**src/rtl/cv32e40p_ft_alu_reconf_ctrl_pkg.sv**
```systemverilog
// Shared types and constants for the fault-tolerant ALU reconfiguration controller.
package cv32e40p_ft_alu_reconf_ctrl_pkg;

  // Three voted slots backed by four physical ALUs; ALU3 is the spare.
  localparam int FT_ALU_NUM   = 4;
  localparam int FT_SLOT_NUM  = 3;
  localparam int FT_SPARE_IDX = 3;

  localparam logic [FT_SLOT_NUM-1:0] FT_SEL_PRIMARY = 3'b111;
  localparam logic [FT_ALU_NUM-1:0]  FT_CLK_EN_TMR  = 4'b0111;
  localparam logic [FT_ALU_NUM-1:0]  FT_CLK_EN_ALL  = 4'b1111;

  typedef enum logic [1:0] {
    NORMAL,
    SWAP_WAIT,
    SPARED,
    FAILED
  } ft_alu_reconf_state_e;

  // ALUs currently feeding a slot: ALU k when slot k selects it, the spare when any slot selects it.
  function automatic logic [FT_ALU_NUM-1:0] ft_in_use(input logic [FT_SLOT_NUM-1:0] sel);
    return {~&sel, sel};
  endfunction

endpackage

```
**src/rtl/cv32e40p_ft_leaky_err_cnt.sv**
```systemverilog
// One per-ALU leaky error counter: saturating increment, floored decrement, freeze, threshold flag.
module cv32e40p_ft_leaky_err_cnt #(
  parameter int CNT_W     = 5,
  parameter int THRESHOLD = 16
) (
  input  logic             clk,
  input  logic             rst,
  input  logic             inc_i,
  input  logic             dec_i,
  input  logic             freeze_i,
  output logic [CNT_W-1:0] cnt_o,
  output logic             thr_o
);

  localparam logic [CNT_W-1:0] CNT_MAX = '1;
  localparam logic [CNT_W-1:0] CNT_THR = CNT_W'(THRESHOLD);

  logic [CNT_W-1:0] cnt_q;
  logic [CNT_W-1:0] cnt_d;

  // Next count: an error beats a leak on the same cycle; a frozen counter holds its value.
  always_comb begin
    cnt_d = cnt_q;
    if (!freeze_i) begin
      if (inc_i) begin
        if (cnt_q != CNT_MAX) cnt_d = cnt_q + 1'b1;
      end else if (dec_i) begin
        if (cnt_q != '0) cnt_d = cnt_q - 1'b1;
      end
    end
  end

  // Counter register.
  always_ff @(posedge clk or posedge rst) begin
    if (rst) cnt_q <= '0;
    else     cnt_q <= cnt_d;
  end

  assign cnt_o = cnt_q;
  assign thr_o = (cnt_q >= CNT_THR);

endmodule

```
**src/rtl/cv32e40p_ft_alu_reconf_ctrl.sv**
```systemverilog
// Reconfiguration controller for the 4-replica ALU: attributes voter errors to physical ALUs,
// leaks and thresholds per-ALU error counts, and swaps the spare into a faulty slot.
module cv32e40p_ft_alu_reconf_ctrl
  import cv32e40p_ft_alu_reconf_ctrl_pkg::*;
#(
  parameter int CNT_W     = 5,
  parameter int THRESHOLD = 16,
  parameter int DECAY_OPS = 64
) (
  input  logic                                 clk,
  input  logic                                 rst,
  input  logic                                 op_valid_i,
  input  logic                                 ex_ready_i,
  input  logic [FT_SLOT_NUM-1:0]               slot_err_i,
  output logic [FT_SLOT_NUM-1:0]               sel_mux_o,
  output logic [FT_ALU_NUM-1:0]                clock_en_o,
  output logic [FT_ALU_NUM-1:0]                permanent_faulty_o,
  output logic [FT_ALU_NUM-1:0]                perf_fault_o,
  output logic [FT_ALU_NUM-1:0][CNT_W-1:0]     err_cnt_o,
  output logic                                 ft_fail_o
);

  localparam int                OPC_W   = (DECAY_OPS > 1) ? $clog2(DECAY_OPS) : 1;
  localparam logic [OPC_W-1:0]  OPC_MAX = OPC_W'(DECAY_OPS - 1);

  ft_alu_reconf_state_e state_q, state_d;
  logic [1:0]             swap_idx_q, swap_idx_d;
  logic [FT_SLOT_NUM-1:0] sel_q, sel_d;
  logic [FT_ALU_NUM-1:0]  clk_en_q, clk_en_d;
  logic [FT_ALU_NUM-1:0]  faulty_q, faulty_d;
  logic [FT_ALU_NUM-1:0]  perf_q, perf_d;
  logic                   ft_fail_q, ft_fail_d;
  logic [OPC_W-1:0]       op_cnt_q, op_cnt_d;

  logic [FT_ALU_NUM-1:0]  alu_inc;
  logic [FT_ALU_NUM-1:0]  alu_thr;
  logic [FT_ALU_NUM-1:0]  new_fault;
  logic                   any_new, multi_new;
  logic                   op_err, op_clean, decay;

  // Route each slot's voter error to the ALU currently driving that slot.
  always_comb begin
    alu_inc = '0;
    for (int k = 0; k < FT_SLOT_NUM; k++) begin
      if (op_valid_i && slot_err_i[k]) begin
        if (sel_q[k]) alu_inc[k]            = 1'b1;
        else          alu_inc[FT_SPARE_IDX] = 1'b1;
      end
    end
  end

  // Shared clean-op window: any error op restarts it, a full window triggers one leak step.
  always_comb begin
    op_err   = op_valid_i && (|slot_err_i);
    op_clean = op_valid_i && !(|slot_err_i);
    decay    = op_clean && (op_cnt_q == OPC_MAX);
    op_cnt_d = op_cnt_q;
    if (op_err)        op_cnt_d = '0;
    else if (decay)    op_cnt_d = '0;
    else if (op_clean) op_cnt_d = op_cnt_q + 1'b1;
  end

  for (genvar gi = 0; gi < FT_ALU_NUM; gi++) begin : g_err_cnt
    cv32e40p_ft_leaky_err_cnt #(
      .CNT_W     (CNT_W),
      .THRESHOLD (THRESHOLD)
    ) u_err_cnt (
      .clk      (clk),
      .rst      (rst),
      .inc_i    (alu_inc[gi]),
      .dec_i    (decay),
      .freeze_i (faulty_q[gi]),
      .cnt_o    (err_cnt_o[gi]),
      .thr_o    (alu_thr[gi])
    );
  end

  // Fault declaration and next FSM state with the outputs that state implies.
  always_comb begin
    new_fault  = alu_thr & ~faulty_q;
    any_new    = |new_fault;
    multi_new  = |(new_fault & (new_fault - 1'b1));
    faulty_d   = faulty_q | alu_thr;
    perf_d     = new_fault;

    state_d    = state_q;
    swap_idx_d = swap_idx_q;
    sel_d      = sel_q;

    case (state_q)
      NORMAL: begin
        if (multi_new || new_fault[FT_SPARE_IDX]) begin
          state_d = FAILED;
        end else if (any_new) begin
          state_d = SWAP_WAIT;
          for (int k = 0; k < FT_SLOT_NUM; k++) begin
            if (new_fault[k]) swap_idx_d = 2'(k);
          end
        end
      end
      SWAP_WAIT: begin
        if (any_new) begin
          state_d = FAILED;
        end else if (ex_ready_i) begin
          state_d           = SPARED;
          sel_d[swap_idx_q] = 1'b0;
        end
      end
      SPARED: begin
        if (any_new) state_d = FAILED;
      end
      FAILED: begin
        state_d = FAILED;
      end
      default: begin
        state_d = FAILED;
      end
    endcase

    case (state_d)
      NORMAL:    clk_en_d = FT_CLK_EN_TMR;
      SWAP_WAIT: clk_en_d = FT_CLK_EN_ALL;
      SPARED:    clk_en_d = ~faulty_d;
      default:   clk_en_d = ft_in_use(sel_d) & ~faulty_d;
    endcase

    ft_fail_d = ft_fail_q | (state_d == FAILED);
  end

  // FSM and all registered outputs.
  always_ff @(posedge clk or posedge rst) begin
    if (rst) begin
      state_q    <= NORMAL;
      swap_idx_q <= '0;
      sel_q      <= FT_SEL_PRIMARY;
      clk_en_q   <= FT_CLK_EN_TMR;
      faulty_q   <= '0;
      perf_q     <= '0;
      ft_fail_q  <= 1'b0;
      op_cnt_q   <= '0;
    end else begin
      state_q    <= state_d;
      swap_idx_q <= swap_idx_d;
      sel_q      <= sel_d;
      clk_en_q   <= clk_en_d;
      faulty_q   <= faulty_d;
      perf_q     <= perf_d;
      ft_fail_q  <= ft_fail_d;
      op_cnt_q   <= op_cnt_d;
    end
  end

  assign sel_mux_o          = sel_q;
  assign clock_en_o         = clk_en_q;
  assign permanent_faulty_o = faulty_q;
  assign perf_fault_o       = perf_q;
  assign ft_fail_o          = ft_fail_q;

endmodule

```
**config.mk**
```make
export PLATFORM = sky130hd
export DESIGN_NAME = cv32e40p_ft_alu_reconf_ctrl
export DESIGN_NICKNAME = d
export VERILOG_FILES = /design/src/rtl/cv32e40p_ft_alu_reconf_ctrl_pkg.sv /design/src/rtl/cv32e40p_ft_leaky_err_cnt.sv /design/src/rtl/cv32e40p_ft_alu_reconf_ctrl.sv
export SDC_FILE = /design/constraint.sdc
export NUM_CORES = 1
export LEC_CHECK = 0
export CAP_MARGIN = 10
export CORE_UTILIZATION = 50
export DETAILED_ROUTE_END_ITERATION = 10
export GPL_ROUTABILITY_DRIVEN = 0
export PLACE_DENSITY = 0.72
export REMOVE_ABC_BUFFERS = 1
export SYNTH_ARGS = -nofsm -noshare
export SYNTH_HDL_FRONTEND = slang
export SYNTH_SLANG_ARGS = --single-unit
```
**constraint.sdc**
```tcl
create_clock -name clk -period 3.8 [get_ports clk]
set_clock_uncertainty 0.1 [all_clocks]
set_input_delay 0.76 -clock clk [delete_from_list [all_inputs] [get_ports clk]]
set_output_delay 0.76 -clock clk [all_outputs]
set_load 0.005 [all_outputs]
```
==> flow_summary_export.csv, run 1 <==
group,metric,value,unit
floorplanning,rows,26,
worst_hold_path,hp-class,"flop to flop",
sta,worst-slew-pin-transition,0.9580,ns
detailed_routing,drtAntennaViolNets,0,
power,clkPwrFrac,27.3,%
floorplanning,dieHeight,75.23,um
power,ir_drop,236.9,uV
setup_path,arrival,3.19,ns
floorplanning,start_util,52.17,%
power,intPower,877.8,uW
detailed_routing,vias,1972,
synth,ys_types,54,
synth,syn_area_per_cell,10.86,sq um
cells_and_area,antenna_cells,0,
synth,synth.area.top_cells,"dfrtp_1 37%, ha_1 6.1%, dfstp_2 5.9%",
sta,final-hold-violation-count,0,
global_route,grt.met1_usage,27.80,%
synth,synth_edf_count,0,
setup_path,critPathLaunchType,"primary input",
global_route,antenna_found_initial,0,
clock_network,clk_path_buf_depth,2,
clock_network,cts.clk_slew.worst_paths,0.08,ns
global_route,grt_usage,19.50,%
status,status,"finished clean",
sta,min_period,3.072,ns
global_route,use_met3,4.150,%
synth,synthCells,247,
detailed_routing,drc,0,
sta,fin_ws,0.7283,ns
sta,drv_slew,0,
synth,ys_ff_latch,46,
power,power.share.sequential,50.0,%
global_route,first_global_vias,1748,
global_route,grt_use_met2,29.73,%
place,pre_cts_ws,0.4063,ns
floorplanning,die_x,75.23,um
global_route,grt_pass1_wl,8.211,mm
clock_network,htree_levels,2,
sta,max_freq,325.6,MHz
global_route,grt_max_degree,28,
clock_network,holdBufCountCts,0,
cells_and_area,final_nets,314,
sta,finalCritPeriodShare,80.83,%
power,p_per_area,378.4,mW/mm^2
detailed_routing,dr.pass1.iters,4,
setup_path,cp.required,3.92,ns
run,drv_cap,0,
clock_network,ctsResizeCount,0,
setup_path,path_class,"primary input to flop",
floorplanning,design.core.area,0.005140,sq mm
sta,finalSetupViolations,0,
power,cellLeakagePower,0.001425,uW
setup_path,cp_slowest_cell,"clkdlybuf4s50_1",
detailed_routing,vias_per_cell,5.463,
clock_network,cts_buffers,5,
sta,rsz0062_at_grt,"no",
clock_network,tritoncts,"yes",
power,power_switching_share,27.89,%
synth,yosys_most_used_dff,"dfrtp_1",
detailed_routing,drtIter0Drc,114,
detailed_routing,drt_wl_total,5.046,mm
setup_path,end_kind,"flop",
setup_path,crit_fanout,6,
synth,yosysSeqAreaShare,43.21,%
synth,synth_top_area_share,37.33,%
power,switchingPower,339.5,uW
sta,final.setup.tns,0,ns
place,portBuffers,42,
clock_network,clk-insertion-delay-late,0.30,ns
synth,synth_warnings,0,
synth,async_reset_ff_share,100.0,%
power,total_power,1217,uW
synth,synth_area,0.002681,sq mm
setup_path,cp_common_cell,"a21oi_1",
floorplanning,ios,43,
sta,slew_headroom,35.74,%
power,combPwrFrac,22.7,%
cells_and_area,drive_gt1_share,15.81,%
clock_network,post_cts_buffers,0,
place,dpl.hpwl,3.777,mm
floorplanning,dieArea,0.005660,sq mm
setup_path,worstPathCellList,"clkdlybuf4s50_1 > nand3_1 > fa_1 > a21o_1 > a21oi_1 > or3b_2 > a21oi_1 > xor2_1",
cells_and_area,postLayoutCellArea,0.003217,sq mm
global_route,grt-ovfl-total,0,
global_route,grt-busiest-layer,"met2",
cells_and_area,synthToLayoutAreaGrowth,19.97,%
detailed_routing,wl_per_cell,13.98,um
place,post_dp_cell_area,0.003112,sq mm
setup_path,slowest_delay,0.56,ns
synth,synth_top_area_cell,"dfrtp_1",
clock_network,cts_root_buffer,"clkbuf_8",
clock_network,clock-sinks,46,
-- routing by layer --
layer	up-vias	part of all wire, %
met4	0	1.0
met3	6	4.3
met2	49	46
met1	949	49
met5	-	0
li1	968	-
-- path summary, 6_finish.rpt --
| path | depth (start not counted) | start | end | slack [ns] |
|---|---|---|---|---|
| worst max-delay path | 8 | slot_err_i[1] | g_err_cnt[1].u_err_cnt.cnt_o[4]$_DFFE_PP0P_ | 0.73 |
| worst min-delay path | 1 | op_cnt_q[0]$_DFFE_PP0P_ | op_cnt_q[0]$_DFFE_PP0P_ | 0.40 |
| worst max register to register | 7 | sel_mux_o[1]$_DFF_PP1_ | g_err_cnt[1].u_err_cnt.cnt_o[4]$_DFFE_PP0P_ | 1.15 |
| worst min register to register | 1 | op_cnt_q[0]$_DFFE_PP0P_ | op_cnt_q[0]$_DFFE_PP0P_ | 0.40 |
| max in group asynchronous | 3 | rst | sel_mux_o[2]$_DFF_PP1_ | 2.06 |
| min in group asynchronous | 2 | rst | permanent_faulty_o[1]$_DFF_PP0_ | 0.76 |
-- placed cells by master, fill, tap and decap left out, types with 3 or more instances in the layout --
master,count
dfrtp_1,40
mux2_2,11
nor2_1,13
inv_1,5
nor3_1,4
nand2b_1,3
clkdlybuf4s50_1,42
xnor2_1,8
and3_1,5
o31ai_1,3
a21o_1,8
buf_4,3
o21ai_0,12
nor4_1,3
xor2_1,8
ha_1,13
fa_1,4
a21oi_1,19
nor2b_1,4
or2_2,5
dfstp_2,6
clkbuf_8,7
nand2_1,14
o22ai_1,4
or4_1,3
nand3_1,8
-- power by group through the flow --
stage	combinational (uW)	clock (uW)	sequential (uW)
global route	310	360	617
global placement	271	0	615
CTS	280	339	607
floorplan	146	0	612
detailed placement	278	0	617
finish	277	332	608
-- through the flow --
step / std cells / hold WS [ns] / util [%]
5_1_grt: 361 / 0.4148 / 62.59
2_1_floorplan: 238 / 0.3633 / -
3_5_place_dp: 353 / 0.3892 / 60.54
3_3_place_gp: 353 / 0.3915 / 60.54
6_report: 361 / 0.3990 / 62.59
4_1_cts: 361 / 0.3997 / 62.59
-- synth_stat cells, types with 2 or more instances --
| master | instances |
|---|---|
| o21bai_1 | 2 |
| and3_1 | 5 |
| nand4_1 | 2 |
| inv_1 | 6 |
| mux2i_1 | 2 |
| nor2b_1 | 4 |
| nor2_1 | 13 |
| nor4_1 | 3 |
| o21ai_0 | 12 |
| o22ai_1 | 4 |
| dfrtp_1 | 40 |
| a21o_1 | 8 |
| nor3_1 | 4 |
| ha_1 | 13 |
| fa_1 | 4 |
| nor2b_4 | 2 |
| nand3b_1 | 2 |
| a21oi_1 | 19 |
| buf_4 | 4 |
| buf_6 | 3 |
| xor2_1 | 8 |
| or4_1 | 3 |
| a31oi_1 | 2 |
| a21boi_0 | 2 |
| dfstp_2 | 6 |
| o31ai_1 | 3 |
| or2_2 | 5 |
| nand3_1 | 8 |
| xnor2_1 | 8 |
| nand2b_1 | 3 |
| nand2_1 | 14 |
| mux2_2 | 11 |
-- state kept, by name, indices dropped and copies added, names as in the netlist --
name / count
ft_fail_o: 1
clock_en_o: 4
sel_mux_o: 3
permanent_faulty_o: 4
g_err_cnt.u_err_cnt.cnt_o: 20
perf_fault_o: 4
state_q: 2
op_cnt_q: 6
swap_idx_q: 2
-- final cells by class --
cell class                 instances  area [sq um]
tap                               70         87.58
inverter                           7         26.28
sequential                        46          1159
clock inverter                     1         8.758
clock buffer                       7         96.34
multi-input combinational        185          1396
timing repair buffer              45         442.9
fill                             470          1923
-- critical path, delay by kind of cell --
kind	cells	cell delay (ns)
XOR/XNOR	1	0.17
buffers and inverters	1	0.56
AND/OR/NAND/NOR	2	0.70
adder cells (fa/ha/maj)	1	0.48
AO/OA/AOI/OAI	3	0.52
-- cells by family (layout without fill, tap and decap cells) --
family	after synthesis	count (layout)	synth area share (%)
xor+xnor	16	16	5.227
compound gates	59	59	14.37
flops	46	46	43.21
buf+inv	16	60	4.713
simple gates	79	79	17.69
mux	13	13	5.366
fa+ha+maj	18	18	9.426
No activity file was read; power rests on OpenSTA's default activity.
==> inputs of run 2 (changes only) <==
==> constraint.sdc (replaced) <==
create_clock -name clk -period 3.1 [get_ports clk]
set_clock_uncertainty 0.1 [all_clocks]
set_input_delay 0.62 -clock clk [delete_from_list [all_inputs] [get_ports clk]]
set_output_delay 0.62 -clock clk [all_outputs]
set_load 0.005 [all_outputs]
==> flow_summary_export.csv, run 2 (synthesis results as in run 1) <==
group,metric,value,unit
cells_and_area,final_common_cell,"clkdlybuf4s50_1",
detailed_routing,vias_per_cell,5.480,
place,dp.cells,363,
global_route,grt_max_degree,26,
clock_network,cts_root_buffer,"clkbuf_8",
sta,slew_headroom,38.01,%
sta,final-hold-violation-count,0,
clock_network,clk-insertion-delay-late,0.30,ns
cells_and_area,regArea,0.001159,sq mm
sta,min_period,2.819,ns
clock_network,cts.clk_slew.worst_paths,0.08,ns
place,dpl.hpwl,4.046,mm
setup_path,end_kind,"flop",
cells_and_area,fillers,457,
detailed_routing,vias,2033,
detailed_routing,drtIter0Drc,72,
cells_and_area,antenna_cells,0,
sta,finalCritPeriodShare,90.94,%
floorplanning,dieHeight,75.23,um
floorplanning,design.core.area,0.005140,sq mm
clock_network,clock-sinks,46,
clock_network,clk_path_buf_depth,2,
power,cellLeakagePower,0.001466,uW
floorplanning,die_x,75.23,um
floorplanning,ios,43,
clock_network,tritoncts,"yes",
power,ir_drop,234.7,uV
cells_and_area,final_nets,324,
setup_path,critPathLaunchType,"primary input",
floorplanning,rows,26,
global_route,grt_pass1_wl,8.914,mm
power,p_per_area,449.4,mW/mm^2
setup_path,cp.required,3.22,ns
place,pre_cts_ws,0.009332,ns
run,drv_cap,0,
sta,max_freq,354.7,MHz
status,status,"finished clean",
place,portBuffers,42,
global_route,antenna_found_initial,0,
setup_path,path_class,"primary input to flop",
global_route,grt_usage,21.31,%
detailed_routing,drt_wl_total,5.468,mm
global_route,grt-ovfl-total,0,
clock_network,holdBufCountCts,0,
sta,finalSetupViolations,0,
detailed_routing,drtAntennaViolNets,0,
worst_hold_path,hold_path_depth,1,
sta,final.setup.tns,0,ns
global_route,first_global_vias,1917,
cells_and_area,synthToLayoutAreaGrowth,22.26,%
setup_path,crit_fanout,4,
cells_and_area,mostFrequentLayoutCells,"42 x clkdlybuf4s50_1, 40 x dfrtp_1, 19 x a21oi_1, 14 x nand2_1",
floorplanning,start_util,52.17,%
clock_network,ctsResizeCount,0,
worst_hold_path,hp-class,"flop to flop",
cells_and_area,largest_reg_flops,20,
detailed_routing,dr.pass1.iters,4,
clock_network,post_cts_buffers,0,
sta,fin_ws,0.2810,ns
clock_network,cts_buffers,5,
setup_path,arrival,2.93,ns
cells_and_area,final_cells,371,
sta,rsz0062_at_grt,"no",
detailed_routing,drc,0,
setup_path,ff2ff_path_depth,7,
cells_and_area,multi_input_area,0.001396,sq mm
cells_and_area,drive_gt1_share,18.27,%
sta,drv_slew,0,
sta,worst-slew-pin-transition,0.9242,ns
detailed_routing,wl_per_cell,14.74,um
power,total_power,1473,uW
floorplanning,dieArea,0.005660,sq mm
clock_network,htree_levels,2,
run 2: cell types whose count changed in the layout (fill, tap and decap cells not counted), sizes merged:
cell  before  now
buf        3   13
run 2: layer usage:
metal  share of wire (%)  routed length, um  track usage (%)
met1                  48               2622            28.04
met2                  47               2581            35.54
met3                 3.6                196            3.748
met4                 1.2                 67            7.613
met5                   0                  0                0
run 2: through the flow:
| stage | utilization [%] | hold slack (ns) | cell area [sq um] |
|---|---|---|---|
| 2_1_floorplan | - | 0.3633 | 2581 |
| 3_3_place_gp | 62.00 | 0.3860 | 3187 |
| 3_5_place_dp | 62.00 | 0.3893 | 3187 |
| 4_1_cts | 63.78 | 0.4008 | 3278 |
| 5_1_grt | 63.78 | 0.4275 | 3278 |
| 6_report | 63.78 | 0.3941 | 3278 |
run 2: worst paths after layout:
kind | slack (ns) | startpoint | to
setup / recovery | 0.28 | slot_err_i[1] | g_err_cnt[1].u_err_cnt.cnt_o[4]$_DFFE_PP0P_
min in group asynchronous | 0.61 | rst | g_err_cnt[1].u_err_cnt.cnt_o[3]$_DFFE_PP0P_
hold reg to reg | 0.39 | op_cnt_q[0]$_DFFE_PP0P_ | op_cnt_q[0]$_DFFE_PP0P_
setup reg to reg | 0.49 | sel_mux_o[1]$_DFF_PP1_ | g_err_cnt[1].u_err_cnt.cnt_o[4]$_DFFE_PP0P_
max in group asynchronous | 1.60 | rst | clock_en_o[0]$_DFF_PP1_
hold / removal | 0.39 | op_cnt_q[0]$_DFFE_PP0P_ | op_cnt_q[0]$_DFFE_PP0P_
run 2: where the power goes:
| group | internal, uW | leakage, uW | switching, uW | total (uW) |
|---|---|---|---|---|
| combinational | 203 | 0.000826 | 143 | 346 |
| sequential | 673 | 0.000592 | 74.2 | 747 |
| clock | 180 | 0.0000482 | 200 | 380 |
| total | 1060 | 0.00147 | 417 | 1470 |
run 2: critical path, stage by stage:
cell and delay, ns:
clkdlybuf4s50_1 0.51, nand3_1 0.18, fa_1 0.44, a21o_1 0.19
a21oi_1 0.19, or3b_2 0.45, a21oi_1 0.18, xor2_1 0.18
run 2: cell type report:
class	instances	area share (%)
multi-input combinational	185	42.60
sequential	46	35.34
timing repair buffer	55	15.80
tap	70	2.672
clock buffer	7	2.634
inverter	7	0.8015
clock inverter	1	0.1527
==> inputs of run 3 (changes only) <==
--- a/config.mk
+++ b/config.mk
@@ -6,10 +6,11 @@
 export NUM_CORES = 1
 export LEC_CHECK = 0
 export CAP_MARGIN = 10
-export CORE_UTILIZATION = 50
+export CORE_UTILIZATION = 40
+export CTS_CLUSTER_SIZE = 10
 export DETAILED_ROUTE_END_ITERATION = 10
 export GPL_ROUTABILITY_DRIVEN = 0
-export PLACE_DENSITY = 0.72
+export PLACE_DENSITY = 0.6
 export REMOVE_ABC_BUFFERS = 1
 export SYNTH_ARGS = -nofsm -noshare
 export SYNTH_HDL_FRONTEND = slang
==> flow_summary_export.csv, run 3 (synthesis results as in run 1) <==
group,metric,value,unit
status,status,"finished, violations left",
sta,drv_slew,0,
global_route,grt-ovfl-total,0,
place,dp.cells,367,
power,ir_drop,256.9,uV
detailed_routing,drt_wl_total,5.248,mm
setup_path,cp.required,3.22,ns
cells_and_area,final_nets,321,
setup_path,cp_common_cell,"a21oi_1",
setup_path,worstPathCellList,"clkdlybuf4s50_1 > nand3_1 > fa_1 > a21o_1 > a21oi_1 > or3b_2 > a21oi_1 > xor2_1",
detailed_routing,vias,1937,
detailed_routing,dr.pass1.iters,7,
cells_and_area,antenna_cells,0,
cells_and_area,drive_gt1_share,18.12,%
global_route,grt_pass1_wl,8.852,mm
detailed_routing,drc,7,
floorplanning,design.core.area,0.006422,sq mm
setup_path,cp_num_buf_inv,1,
clock_network,htree_levels,2,
sta,holdWs,0.4008,ns
detailed_routing,vias_per_cell,5.165,
status,violations,"DRC",
clock_network,cts_buffers,5,
setup_path,slowest_delay,0.53,ns
place,dpl.hpwl,3.842,mm
power,combPwrFrac,23.1,%
floorplanning,ios,43,
setup_path,endpoint,"g_err_cnt[1].u_err_cnt.cnt_o[4]$_DFFE_PP0P_",
setup_path,worstReg2RegStart,"sel_mux_o[1]$_DFF_PP1_",
cells_and_area,fillers,565,
clock_network,holdBufCountCts,0,
cells_and_area,postLayoutCellArea,0.003263,sq mm
setup_path,r2r_end,"g_err_cnt[1].u_err_cnt.cnt_o[4]$_DFFE_PP0P_",
clock_network,tritoncts,"yes",
worst_hold_path,hold_start,"op_cnt_q[0]$_DFFE_PP0P_",
floorplanning,dieArea,0.007035,sq mm
sta,min_period,2.795,ns
setup_path,path_class,"primary input to flop",
cells_and_area,synthToLayoutAreaGrowth,21.70,%
setup_path,critPathTopFamily,"simple AND/OR/NAND/NOR gates",
floorplanning,rows,29,
setup_path,critPathLaunchType,"primary input",
power,switchingPower,423.3,uW
detailed_routing,drtAntennaViolNets,0,
sta,final-hold-violation-count,0,
power,total_power,1457,uW
power,power.share.sequential,51.1,%
worst_hold_path,hold_path_depth,1,
sta,slew_headroom,60.47,%
sta,finalCritPeriodShare,90.16,%
setup_path,crit_fanout,4,
place,post_dp_cell_area,0.003173,sq mm
clock_network,cts_root_buffer,"clkbuf_8",
sta,max_freq,357.8,MHz
setup_path,cp_slowest_cell,"clkdlybuf4s50_1",
global_route,grt_usage,15.86,%
floorplanning,start_util,41.75,%
setup_path,critPathLaunch,"op_valid_i",
floorplanning,die_x,83.88,um
detailed_routing,drtIter0Drc,43,
global_route,grt_max_degree,47,
cells_and_area,largest_reg_flops,20,
clock_network,clock-sinks,46,
cells_and_area,final_common_cell,"clkdlybuf4s50_1",
clock_network,clk-insertion-delay-late,0.30,ns
setup_path,ff2ff_path_depth,7,
worst_hold_path,hp-class,"flop to flop",
sta,final.setup.tns,0,ns
cells_and_area,mostFrequentLayoutCells,"42 x clkdlybuf4s50_1, 40 x dfrtp_1, 19 x a21oi_1, 14 x nand2_1",
place,portBuffers,42,
clock_network,cts.clk_slew.worst_paths,0.09,ns
setup_path,rrSetupSlack,0.55,ns
setup_path,end_kind,"flop",
setup_path,arrival,2.92,ns
clock_network,ctsResizeCount,0,
sta,finalSetupViolations,0,
clock_network,post_cts_buffers,0,
power,clkPwrFrac,25.8,%
sta,worst-slew-pin-transition,0.5929,ns
power,cellLeakagePower,0.001451,uW
power,intPower,1034,uW
setup_path,cp_num_cells,8,
global_route,antenna_found_initial,0,
global_route,first_global_vias,1888,
sta,rsz0062_at_grt,"no",
floorplanning,dieHeight,83.88,um
cells_and_area,final_cells,375,
detailed_routing,wl_per_cell,13.99,um
power,p_per_area,446.5,mW/mm^2
power,power_switching_share,29.05,%
run,drv_cap,0,
clock_network,clk_path_buf_depth,2,
==> run 3: cell types whose count changed in the layout (fill, tap and decap cells not counted) <==
cell	delta
inv_2	+1
clkbuf_1	-1
clkinv_4	+1
clkinvlp_4	+1
buf_4	-3
clkinv_1	-1
clkbuf_8	-1
==> run 3: stage by stage <==
stage	utilization, %	worst slack (ns)
global route	50.81	0.1229
detailed placement	49.41	-0.006224
CTS	50.81	0.2997
global placement	49.41	0.07653
floorplan	-	0.4861
finish	50.81	0.3050
==> run 3: power by group through the flow <==
stage	clock network (uW)	logic (uW)	registers (uW)
finish	376	337	744
global route	411	381	755
CTS	386	344	747
detailed placement	0	343	759
global placement	0	338	757
floorplan	0	179	750
==> run 3: how the worst min path moves through the flow <==
stage and end:
5_1_grt op_cnt_q[0]$_DFFE_PP0P_, 3_5_place_dp op_cnt_q[0]$_DFFE_PP0P_, 2_1_floorplan op_cnt_q[2]$_DFFE_PP0P_, 3_3_place_gp op_cnt_q[0]$_DFFE_PP0P_, 4_1_cts op_cnt_q[0]$_DFFE_PP0P_, 6_report op_cnt_q[0]$_DFFE_PP0P_
==> run 3: layout make-up <==
| cell class | instances | area, sq um | share of cell area, % |
|---|---|---|---|
| multi-input combinational | 185 | 1396 | 42.79 |
| sequential | 46 | 1159 | 35.51 |
| timing repair buffer | 52 | 495.5 | 15.18 |
| tap | 77 | 96.34 | 2.952 |
| clock buffer | 5 | 68.82 | 2.109 |
| inverter | 7 | 26.28 | 0.8052 |
| clock inverter | 3 | 21.27 | 0.6518 |
==> run 3: per-layer routing <==
metal  up-vias  share of wire [%]  global-route usage (%)
met5         -                  0                       0
met4         0               0.67                   4.545
met3         2                3.3                   3.660
met2        36                 45                   25.48
met1       910                 51                   21.41
li1        989                  -                       -
==> run 3: worst register-to-register path, stage by stage (launching register included) <==
cell     delay, ns
dfstp_2       0.61
nand3_1       0.19
fa_1          0.45
a21o_1        0.19
a21oi_1       0.15
or3b_2        0.45
a21oi_1       0.16
xor2_1        0.17
